[config.mk]
export PLATFORM = sky130hd
export DESIGN_NAME = uart_rx
export DESIGN_NICKNAME = d
export VERILOG_FILES = /design/src/rtl/uart_pkg.sv /design/src/rtl/bit_synchronizer.sv /design/src/rtl/uart_rx.sv
export SDC_FILE = /design/constraint.sdc
export NUM_CORES = 1
export LEC_CHECK = 0
export ABC_AREA = 0
export BUFFER_PORTS_ARGS = -buffer_cell sky130_fd_sc_hd__buf_2
export CELL_PAD_IN_SITES_DETAIL_PLACEMENT = 0
export CELL_PAD_IN_SITES_GLOBAL_PLACEMENT = 1
export CORE_MARGIN = 2
export CORE_UTILIZATION = 25
export CTS_BUF_LIST = sky130_fd_sc_hd__clkbuf_8 sky130_fd_sc_hd__clkbuf_16
export DETAILED_ROUTE_END_ITERATION = 16
export GPL_ROUTABILITY_DRIVEN = 1
export PLACE_DENSITY_LB_ADDON = 0.1
export REMOVE_ABC_BUFFERS = 1
export SLEW_MARGIN = 20
export SYNTH_ARGS = -nofsm -noshare
export SYNTH_HDL_FRONTEND = slang
export SYNTH_SLANG_ARGS = --single-unit
[constraint.sdc]
create_clock -name clk_i -period 3.1 [get_ports clk_i]
set_clock_uncertainty 0.2 [all_clocks]
set_input_delay 0.31 -clock clk_i [delete_from_list [all_inputs] [get_ports clk_i]]
set_output_delay 0.31 -clock clk_i [all_outputs]
set_load 0.1 [all_outputs]
[src/rtl/uart_pkg.sv]
// uart_pkg: shared UART state type, oversampling constants and majority-vote helper
package uart_pkg;
   typedef enum logic [1:0] {IDLE, START, DATA, STOP} uart_rx_state_e;
   localparam int OVERSAMPLE = 16;
   localparam int SAMPLE_W = $clog2(OVERSAMPLE);
   localparam logic [SAMPLE_W-1:0] SAMPLE_A = SAMPLE_W'(7);
   localparam logic [SAMPLE_W-1:0] SAMPLE_B = SAMPLE_W'(8);
   localparam logic [SAMPLE_W-1:0] SAMPLE_C = SAMPLE_W'(9);
   localparam logic [SAMPLE_W-1:0] LAST_SAMPLE = SAMPLE_W'(OVERSAMPLE - 1);
   function automatic logic maj3(input logic a, input logic b, input logic c);
      return (a & b) | (a & c) | (b & c);
   endfunction
endpackage

[src/rtl/bit_synchronizer.sv]
// bit_synchronizer: multi-flop synchroniser for an asynchronous input, resets to 1 (idle-high pads)
module bit_synchronizer #(
   parameter int STAGES = 2
)(
   input  logic i_clk,
   input  logic i_reset,
   input  logic i_d,
   output logic o_q
);
   logic [STAGES-1:0] r_sync;
   always_ff @(posedge i_clk)
      r_sync <= i_reset ? '1 : {r_sync[STAGES-2:0], i_d};
   assign o_q = r_sync[STAGES-1];
endmodule

[src/rtl/uart_rx.sv]
// uart_rx: 8N1 receiver, 16x oversampling with 3-sample majority vote, valid/ready byte output
module uart_rx import uart_pkg::*; #(
   parameter int DATA_BITS   = 8,
   parameter int DIV_W       = 16,
   parameter int SYNC_STAGES = 2
)(
   input  logic                 clk_i,
   input  logic                 reset_i,
   input  logic                 rx_i,
   input  logic [DIV_W-1:0]     baud_div_i,
   output logic [DATA_BITS-1:0] data_o,
   output logic                 valid_o,
   input  logic                 ready_i,
   output logic                 frame_err_o,
   output logic                 overrun_o,
   output logic                 busy_o
);
   localparam int CNT_W = $clog2(DATA_BITS + 1);
   uart_rx_state_e r_state, w_next;
   logic w_rxs, r_rxs_d, w_start, w_tick, w_at9, w_at15, w_bit9, w_bit15;
   logic w_last_bit, w_done, w_ferr;
   logic r_a, r_b, r_c, r_valid, r_ferr, r_ovr;
   logic [DIV_W-1:0] r_div_q, r_cnt;
   logic [SAMPLE_W-1:0] r_s;
   logic [CNT_W-1:0] r_bit_cnt;
   logic [DATA_BITS-1:0] r_shift, r_data;
   bit_synchronizer #(.STAGES(SYNC_STAGES)) u_sync (
      .i_clk(clk_i), .i_reset(reset_i), .i_d(rx_i), .o_q(w_rxs)
   );
   assign w_start = r_rxs_d & ~w_rxs;
   assign w_tick = (r_state != IDLE) && (r_cnt == '0);
   assign w_at9 = w_tick && (r_s == SAMPLE_C);
   assign w_at15 = w_tick && (r_s == LAST_SAMPLE);
   // the third vote is taken live at the s=9 tick so decisions need not wait a cycle
   assign w_bit9 = maj3(r_a, r_b, w_rxs);
   assign w_bit15 = maj3(r_a, r_b, r_c);
   assign w_last_bit = r_bit_cnt == CNT_W'(DATA_BITS - 1);
   always_ff @(posedge clk_i)
      r_state <= reset_i ? IDLE : w_next;
   always_comb begin
      w_next = r_state;
      w_done = 1'b0;
      w_ferr = 1'b0;
      case (r_state)
         IDLE:  w_next = w_start ? START : IDLE;
         START: w_next = (w_at9 && w_bit9) ? IDLE : w_at15 ? DATA : START;
         DATA:  w_next = (w_at15 && w_last_bit) ? STOP : DATA;
         STOP: begin
            w_next = w_at9 ? IDLE : STOP;
            w_done = w_at9 & w_bit9;
            w_ferr = w_at9 & ~w_bit9;
         end
         default: w_next = IDLE;
      endcase
   end
   always_ff @(posedge clk_i) begin
      if (reset_i) begin
         r_rxs_d <= 1'b1;
         r_div_q <= '0;
         r_cnt <= '0;
         r_s <= '0;
         r_a <= 1'b0;
         r_b <= 1'b0;
         r_c <= 1'b0;
         r_bit_cnt <= '0;
         r_shift <= '0;
         r_data <= '0;
         r_valid <= 1'b0;
         r_ferr <= 1'b0;
         r_ovr <= 1'b0;
      end else begin
         r_rxs_d <= w_rxs;
         if (r_state == IDLE) begin
            if (w_start) begin
               r_div_q <= baud_div_i;
               r_cnt <= baud_div_i;
               r_s <= '0;
            end
         end else begin
            r_cnt <= w_tick ? r_div_q : r_cnt - 1'b1;
         end
         if (w_tick) begin
            r_s <= r_s + 1'b1;
            if (r_s == SAMPLE_A) r_a <= w_rxs;
            if (r_s == SAMPLE_B) r_b <= w_rxs;
            if (r_s == SAMPLE_C) r_c <= w_rxs;
         end
         if (r_state == START && w_at15) r_bit_cnt <= '0;
         if (r_state == DATA && w_at15) begin
            r_shift <= {w_bit15, r_shift[DATA_BITS-1:1]};
            r_bit_cnt <= r_bit_cnt + 1'b1;
         end
         r_ferr <= w_ferr;
         r_ovr <= w_done & r_valid & ~ready_i;
         if (w_done && (!r_valid || ready_i)) begin
            r_data <= r_shift;
            r_valid <= 1'b1;
         end else if (ready_i) begin
            r_valid <= 1'b0;
         end
      end
   end
   assign data_o = r_data;
   assign valid_o = r_valid;
   assign frame_err_o = r_ferr;
   assign overrun_o = r_ovr;
   assign busy_o = r_state != IDLE;
endmodule

==> results of run 1 <==
area by class of cell:
type | instances | area, um2
tap | 176 | 220
multi-input combinational | 299 | 1850
fill | 1445 | 9070
clock buffer | 9 | 225
timing repair buffer | 50 | 313
clock inverter | 7 | 133
sequential | 67 | 1340
inverter | 10 | 37.5
power groups by stage:
stage | clock network, uW | registers, uW | logic, uW
finish | 1250 | 1060 | 1470
global route | 1320 | 1070 | 1630
floorplan | 0 | 1040 | 876
detailed placement | 0 | 1080 | 1490
CTS | 1280 | 1060 | 1490
global placement | 0 | 1080 | 1480
synthesized netlist by cell type, types with 3 or more instances:
library cell               instances  area (um2)
sky130_fd_sc_hd__ha_1              6        75.1
sky130_fd_sc_hd__nor3_1           15        75.1
sky130_fd_sc_hd__dfxtp_1          67        1340
sky130_fd_sc_hd__xnor2_1           7        61.3
sky130_fd_sc_hd__o41ai_1           3        26.3
sky130_fd_sc_hd__nand4b_1          3        26.3
sky130_fd_sc_hd__o311ai_0          3        26.3
sky130_fd_sc_hd__a21o_1            8        60.1
sky130_fd_sc_hd__o221ai_1          3        26.3
sky130_fd_sc_hd__inv_1             9        33.8
sky130_fd_sc_hd__o211ai_1          8        60.1
sky130_fd_sc_hd__nor2_1            9        33.8
sky130_fd_sc_hd__o21ai_0          14        70.1
sky130_fd_sc_hd__nor4_1            8        50.1
sky130_fd_sc_hd__or3_1             6        37.5
sky130_fd_sc_hd__or4_1             5        37.5
sky130_fd_sc_hd__a221oi_1          3        26.3
sky130_fd_sc_hd__a21boi_0          6        45.0
sky130_fd_sc_hd__o32ai_1           6        52.6
sky130_fd_sc_hd__and3_1            3        18.8
sky130_fd_sc_hd__o31ai_1          12        90.1
sky130_fd_sc_hd__a31oi_1           5        31.3
sky130_fd_sc_hd__nand2_1          45         169
sky130_fd_sc_hd__nand4_1          16         100
sky130_fd_sc_hd__a311o_1           3        30.0
sky130_fd_sc_hd__a21oi_1          46         230
sky130_fd_sc_hd__nand3_1          26         130
sky130_fd_sc_hd__clkbuf_1         33         124
sequential cells by signal, indices dropped and copies added (netlist names), 2 cells and up:
name,cells
r_div_q,16
r_s,4
r_cnt,16
u_sync.r_sync,2
r_bit_cnt,4
r_shift,8
data_o,8
r_state,2
logic make-up after synthesis:
kind of cell,share of synthesized area
compound gates,0.246
xor+xnor,0.0209
fa+ha+maj,0.0283
buf+inv,0.0566
flops,0.399
simple gates,0.249
through the flow:
stage	worst slack (ns)	total power (uW)	setup TNS, ns	instance area, um2	util
global route	0.266	4020	0	4120	0.312
finish	0.346	3780	0	4120	0.312
global placement	0.366	2560	0	3750	0.284
detailed placement	0.362	2560	0	3750	0.284
CTS	0.351	3830	0	4120	0.312
floorplan	-0.118	1910	-0.254	3210	-
per-layer routing:
layer,GRT usage,share of wire,vias to the layer above,routed length (um)
met2,0.244,0.46,48,4890
met3,0.0390,0.031,9,329
met4,0.0507,0.013,0,139
met5,0,0,-,0
met1,0.204,0.49,1559,5200
li1,-,-,1598,-
worst max-delay path: stages, from the launching register on:
cell,delay [ns]
sky130_fd_sc_hd__dfxtp_1,0.36
sky130_fd_sc_hd__or4_1,0.75
sky130_fd_sc_hd__or4_1,0.80
sky130_fd_sc_hd__o311ai_0,0.40
sky130_fd_sc_hd__o31ai_1,0.12
how the worst min path moves through the flow:
stage	to	slack, ns	cells after the start
6_report	overrun_o$_SDFF_PP0_	0.04	3
5_1_grt	r_div_q[14]$_SDFFE_PP0P_	0.04	3
4_1_cts	r_div_q[0]$_SDFFE_PP0P_	0.03	3
3_5_place_dp	u_sync.r_sync[1]$_SDFF_PP1_	0.20	1
3_3_place_gp	u_sync.r_sync[1]$_SDFF_PP1_	0.20	1
2_1_floorplan	data_o[0]$_SDFFE_PP0P_	0.18	1
==> results.yml, run 1 <==
outcome:
  status: "completed"
synthesis:
  syn_area_per_cell_um2: 8.11
  synth-edff-count: 0
  netlist-cell-type-count: 53
  synthCells: 414
  seq_area_frac_synth: 0.399
  yosysWarnings: 0
  synth_top_flop_cell: "sky130_fd_sc_hd__dfxtp_1"
  ys_async_sr_fraction: 0
  synth-seq-cells: 67
  synth.cell_area_um2: 3360
grt:
  grt_pass1_wl_um: 17000
  grt_pass1_vias: 3086
  grt_max_degree: 43
  grt.overflow.total: 0
  globalRouteTotalUtil: 0.154
  grt_antenna_before_repair: 0
cells_and_area:
  nNetsFinal: 463
  layout-drive-gt1-share: 0.161
  areaGrowthSynthToFinish_pct: 22.6
  antenna_cells_inserted: 0
  mostFrequentLayoutCell: "sky130_fd_sc_hd__dfxtp_1"
  final_cell_mix: "sky130_fd_sc_hd__dfxtp_1 (67), sky130_fd_sc_hd__a21oi_1 (46), sky130_fd_sc_hd__nand2_1 (45)"
  finish.cell_count_without_fillers: 618
place:
  place.detailed.hpwl_um: 7170
  gp_congestion: 0.820
  place_inst: 601
  portBuffers: 31
timing:
  slew_viol_final: 0
  grt_setup_unrepaired: "false"
  timing_worst_slew_pin_value_ns: 0.903
  worst_hold_margin_ns: 0.0392
  hold_violations: 0
  slew-limit-headroom: 0.394
  max_freq_mhz: 363
  period_utilisation_layout: 0.888
  report.final.setup_viol: 0
  fin_crit_ns: 2.75
setup_path:
  critical_path.endpoint_type: "flip-flop"
  critical_path.startpoint_type: "flip-flop"
  startpoint: "r_cnt[7]$_SDFFE_PP0P_"
  worst_ep_required_time_ns: 3.11
  crit-reg2reg-capture: "r_bit_cnt[0]$_SDFFE_PP0P_"
  crit_arrival_ns: 2.77
  crit-reg2reg-launch: "r_cnt[7]$_SDFFE_PP0P_"
  worst-setup-path-type: "reg -> reg"
  critical_path.max_fanout: 13
  r2r.worst_path.cells: 4
  ff2ff_setup_slack_ns: 0.35
  cp-endpoint: "r_bit_cnt[0]$_SDFFE_PP0P_"
power:
  cellPowerDensity_nw_per_um2: 918
  share_comb_of_total_power: 0.390
  power.share.sequential: 0.280
  switching_share_of_power: 0.386
  worst_supply_voltage_drop_on_vdd_mv: 0.448
  power_leakage_uw: 0.00143
  power.clock.fraction: 0.330
  internal_power_summed_over_all_cells_uw: 2320
  total_switching_power_uw: 1460
detailed_routing:
  first_pass_iters: 4
  detail_route.iter0.violations: 207
  vias_per_cell: 5.20
  routed_wire_length_per_instance_um: 17.1
  drc: 0
  routed_wirelength_um: 10600
  routed-via-count: 3214
  postRouteAntennaNets: 0
cts:
  clock_pin_slew_worst_setup_and_hold_paths_ns: 0.06
  htree_num_levels: 3
  root_buffer: "sky130_fd_sc_hd__clkbuf_16"
  ctsHoldBuffers: 1
  clock_sinks: 67
  clock_latency_ns: 0.34
  cts-buffers-inserted: 9
  cts_setup_buffers: 0
  max-clock-path-buffers: 2
  cts_tree: "built"
  postCtsResizedCells: 0
die:
  core-area_um2: 13200
  start_util: 0.255
  chipWidth_um: 120
  die-height_um: 120
  cell_rows: 42
  die-area_um2: 14400
  io-pin-count: 32
min_path:
  min-delay-start: "ready_i"
  timing.hold.worst.class: "in -> reg"
job:
  timing.max_cap.violations: 0
Note: power is estimated with default switching activity, not from simulation.
==> run 2, diff against run 1 <==
- clock period: 3.1 -> 2.7 ns (I/O delays scaled with it)
==> run 2 against run 1 <==
Net effect:
- wire length is 5.5% higher
- register-to-register slack worse by 0.23 ns
- via count grew 1.6%
- largest cell class unchanged
- setup slack worse by 0.23 ns
- total power rose by 14%
- count of clock-buffer cells in the layout unchanged
- sequential share of layout area down 1.2 points
- cell count up 3.7%
- flip-flop and latch count stayed put
- critical path depth increased by 3
- die area unchanged
- cell area rose by 3.7%
==> results.yml, run 2 (synthesis results as in run 1) <==
die:
  cell_rows: 42
  start_util: 0.255
  die-height_um: 120
  chipWidth_um: 120
  die-area_um2: 14400
  core-area_um2: 13200
  io-pin-count: 32
timing:
  report.final.setup_viol: 0
  max_freq_mhz: 387
  slew-limit-headroom: 0.379
  hold_violations: 0
  slew_viol_final: 0
  grt_setup_unrepaired: "true"
  period_utilisation_layout: 0.957
  fin_crit_ns: 2.58
  timing_worst_slew_pin_value_ns: 0.925
  tns_ns: 0
grt:
  grt_pass1_vias: 3215
  grt_pass1_wl_um: 18000
  grt.overflow.total: 0
  globalRouteTotalUtil: 0.164
  grt_max_degree: 53
  grt_antenna_before_repair: 0
min_path:
  timing.hold.worst.class: "in -> reg"
  min-delay-start: "baud_div_i[14]"
cts:
  htree_num_levels: 3
  cts_tree: "built"
  clock_latency_ns: 0.34
  cts-buffers-inserted: 9
  clock_sinks: 67
  clock_pin_slew_worst_setup_and_hold_paths_ns: 0.06
  max-clock-path-buffers: 2
  root_buffer: "sky130_fd_sc_hd__clkbuf_16"
setup_path:
  worst-setup-path-type: "reg -> reg"
  critical_path.startpoint_type: "flip-flop"
  startpoint: "r_cnt[0]$_SDFFE_PP0P_"
  critical_path.endpoint_type: "flip-flop"
  critical_path.max_fanout: 7
  crit_arrival_ns: 2.61
  crit-reg2reg-launch: "r_cnt[0]$_SDFFE_PP0P_"
  worst_ep_required_time_ns: 2.73
detailed_routing:
  detail_route.iter0.violations: 193
  routed-via-count: 3265
  routed_wirelength_um: 11100
  vias_per_cell: 5.09
  postRouteAntennaNets: 0
  drc: 0
  routed_wire_length_per_instance_um: 17.4
  first_pass_iters: 4
cells_and_area:
  antenna_cells_inserted: 0
  final_cell_mix: "sky130_fd_sc_hd__dfxtp_1 (67), sky130_fd_sc_hd__a21oi_1 (46), sky130_fd_sc_hd__nand2_1 (45)"
  biggestRegsByFlops: "r_cnt x16, r_div_q x16"
  nNetsFinal: 486
  layout-drive-gt1-share: 0.187
  mostFrequentLayoutCell: "sky130_fd_sc_hd__dfxtp_1"
  areaGrowthSynthToFinish_pct: 27.2
power:
  total_switching_power_uw: 1740
  worst_supply_voltage_drop_on_vdd_mv: 0.396
  power.share.sequential: 0.278
  internal_power_summed_over_all_cells_uw: 2550
  cellPowerDensity_nw_per_um2: 1000
  switching_share_of_power: 0.405
  power_leakage_uw: 0.00150
  power.clock.fraction: 0.299
  share_comb_of_total_power: 0.422
  total_power_uw: 4290
place:
  place.detailed.hpwl_um: 7370
  portBuffers: 31
  gp_congestion: 0.784
outcome:
  status: "completed"
job:
  timing.max_cap.violations: 0
## run 2: cell type report
type | count | area (um2)
clock buffer | 9 | 225
clock inverter | 7 | 92.6
fill | 1404 | 8920
inverter | 10 | 37.5
multi-input combinational | 299 | 1860
sequential | 67 | 1340
tap | 176 | 220
timing repair buffer | 73 | 498
## run 2: worst paths after layout
| check | endpoint | slack (ns) | cells after the start |
|---|---|---|---|
| max | r_a$_SDFFE_PP0P_ | 0.12 | 7 |
| min | r_div_q[14]$_SDFFE_PP0P_ | 0.01 | 3 |
| max reg2reg | r_a$_SDFFE_PP0P_ | 0.12 | 7 |
| min reg2reg | u_sync.r_sync[1]$_SDFF_PP1_ | 0.21 | 1 |
## run 2: power groups by stage
stage               Clock, uW  Sequential, uW  Combinational, uW
finish                   1280            1200               1810
floorplan                   0            1190               1010
CTS                      1320            1200               1810
global placement            0            1220               1790
global route             1350            1210               2010
detailed placement          0            1220               1800
## run 2: per-layer routing
layer	global-route usage	routed length, um
met1	0.213	5440
met2	0.259	5170
met3	0.0471	372
met4	0.0566	170
met5	0	0
## run 2: critical path: stages (launching register included)
cell and delay [ns]:
sky130_fd_sc_hd__dfxtp_1 0.33, sky130_fd_sc_hd__inv_1 0.10, sky130_fd_sc_hd__ha_1 0.14, sky130_fd_sc_hd__or3b_2 0.53, sky130_fd_sc_hd__or4_4 0.58, sky130_fd_sc_hd__buf_2 0.19, sky130_fd_sc_hd__o41ai_1 0.30, sky130_fd_sc_hd__a21oi_1 0.10
## run 2: timing repair
item                                    in CTS  in global routing
hold buffers                                12                  0
buffers inserted                             0                  3
hold endpoints to repair                    12                  0
resized for setup                            0                  2
endpoints found under the setup margin       0                  1
## run 2: through the flow
step	utilization	cells	setup WS [ns]	instance area, um2	hold WS [ns]
5_1_grt	0.324	641	-0.00193	4270	0.0207
4_1_cts	0.322	638	0.117	4240	0.00370
3_5_place_dp	0.288	610	0.111	3800	0.199
6_report	0.324	641	0.115	4270	0.0130
3_3_place_gp	0.288	610	0.169	3800	0.198
2_1_floorplan	-	376	-0.518	3210	0.139
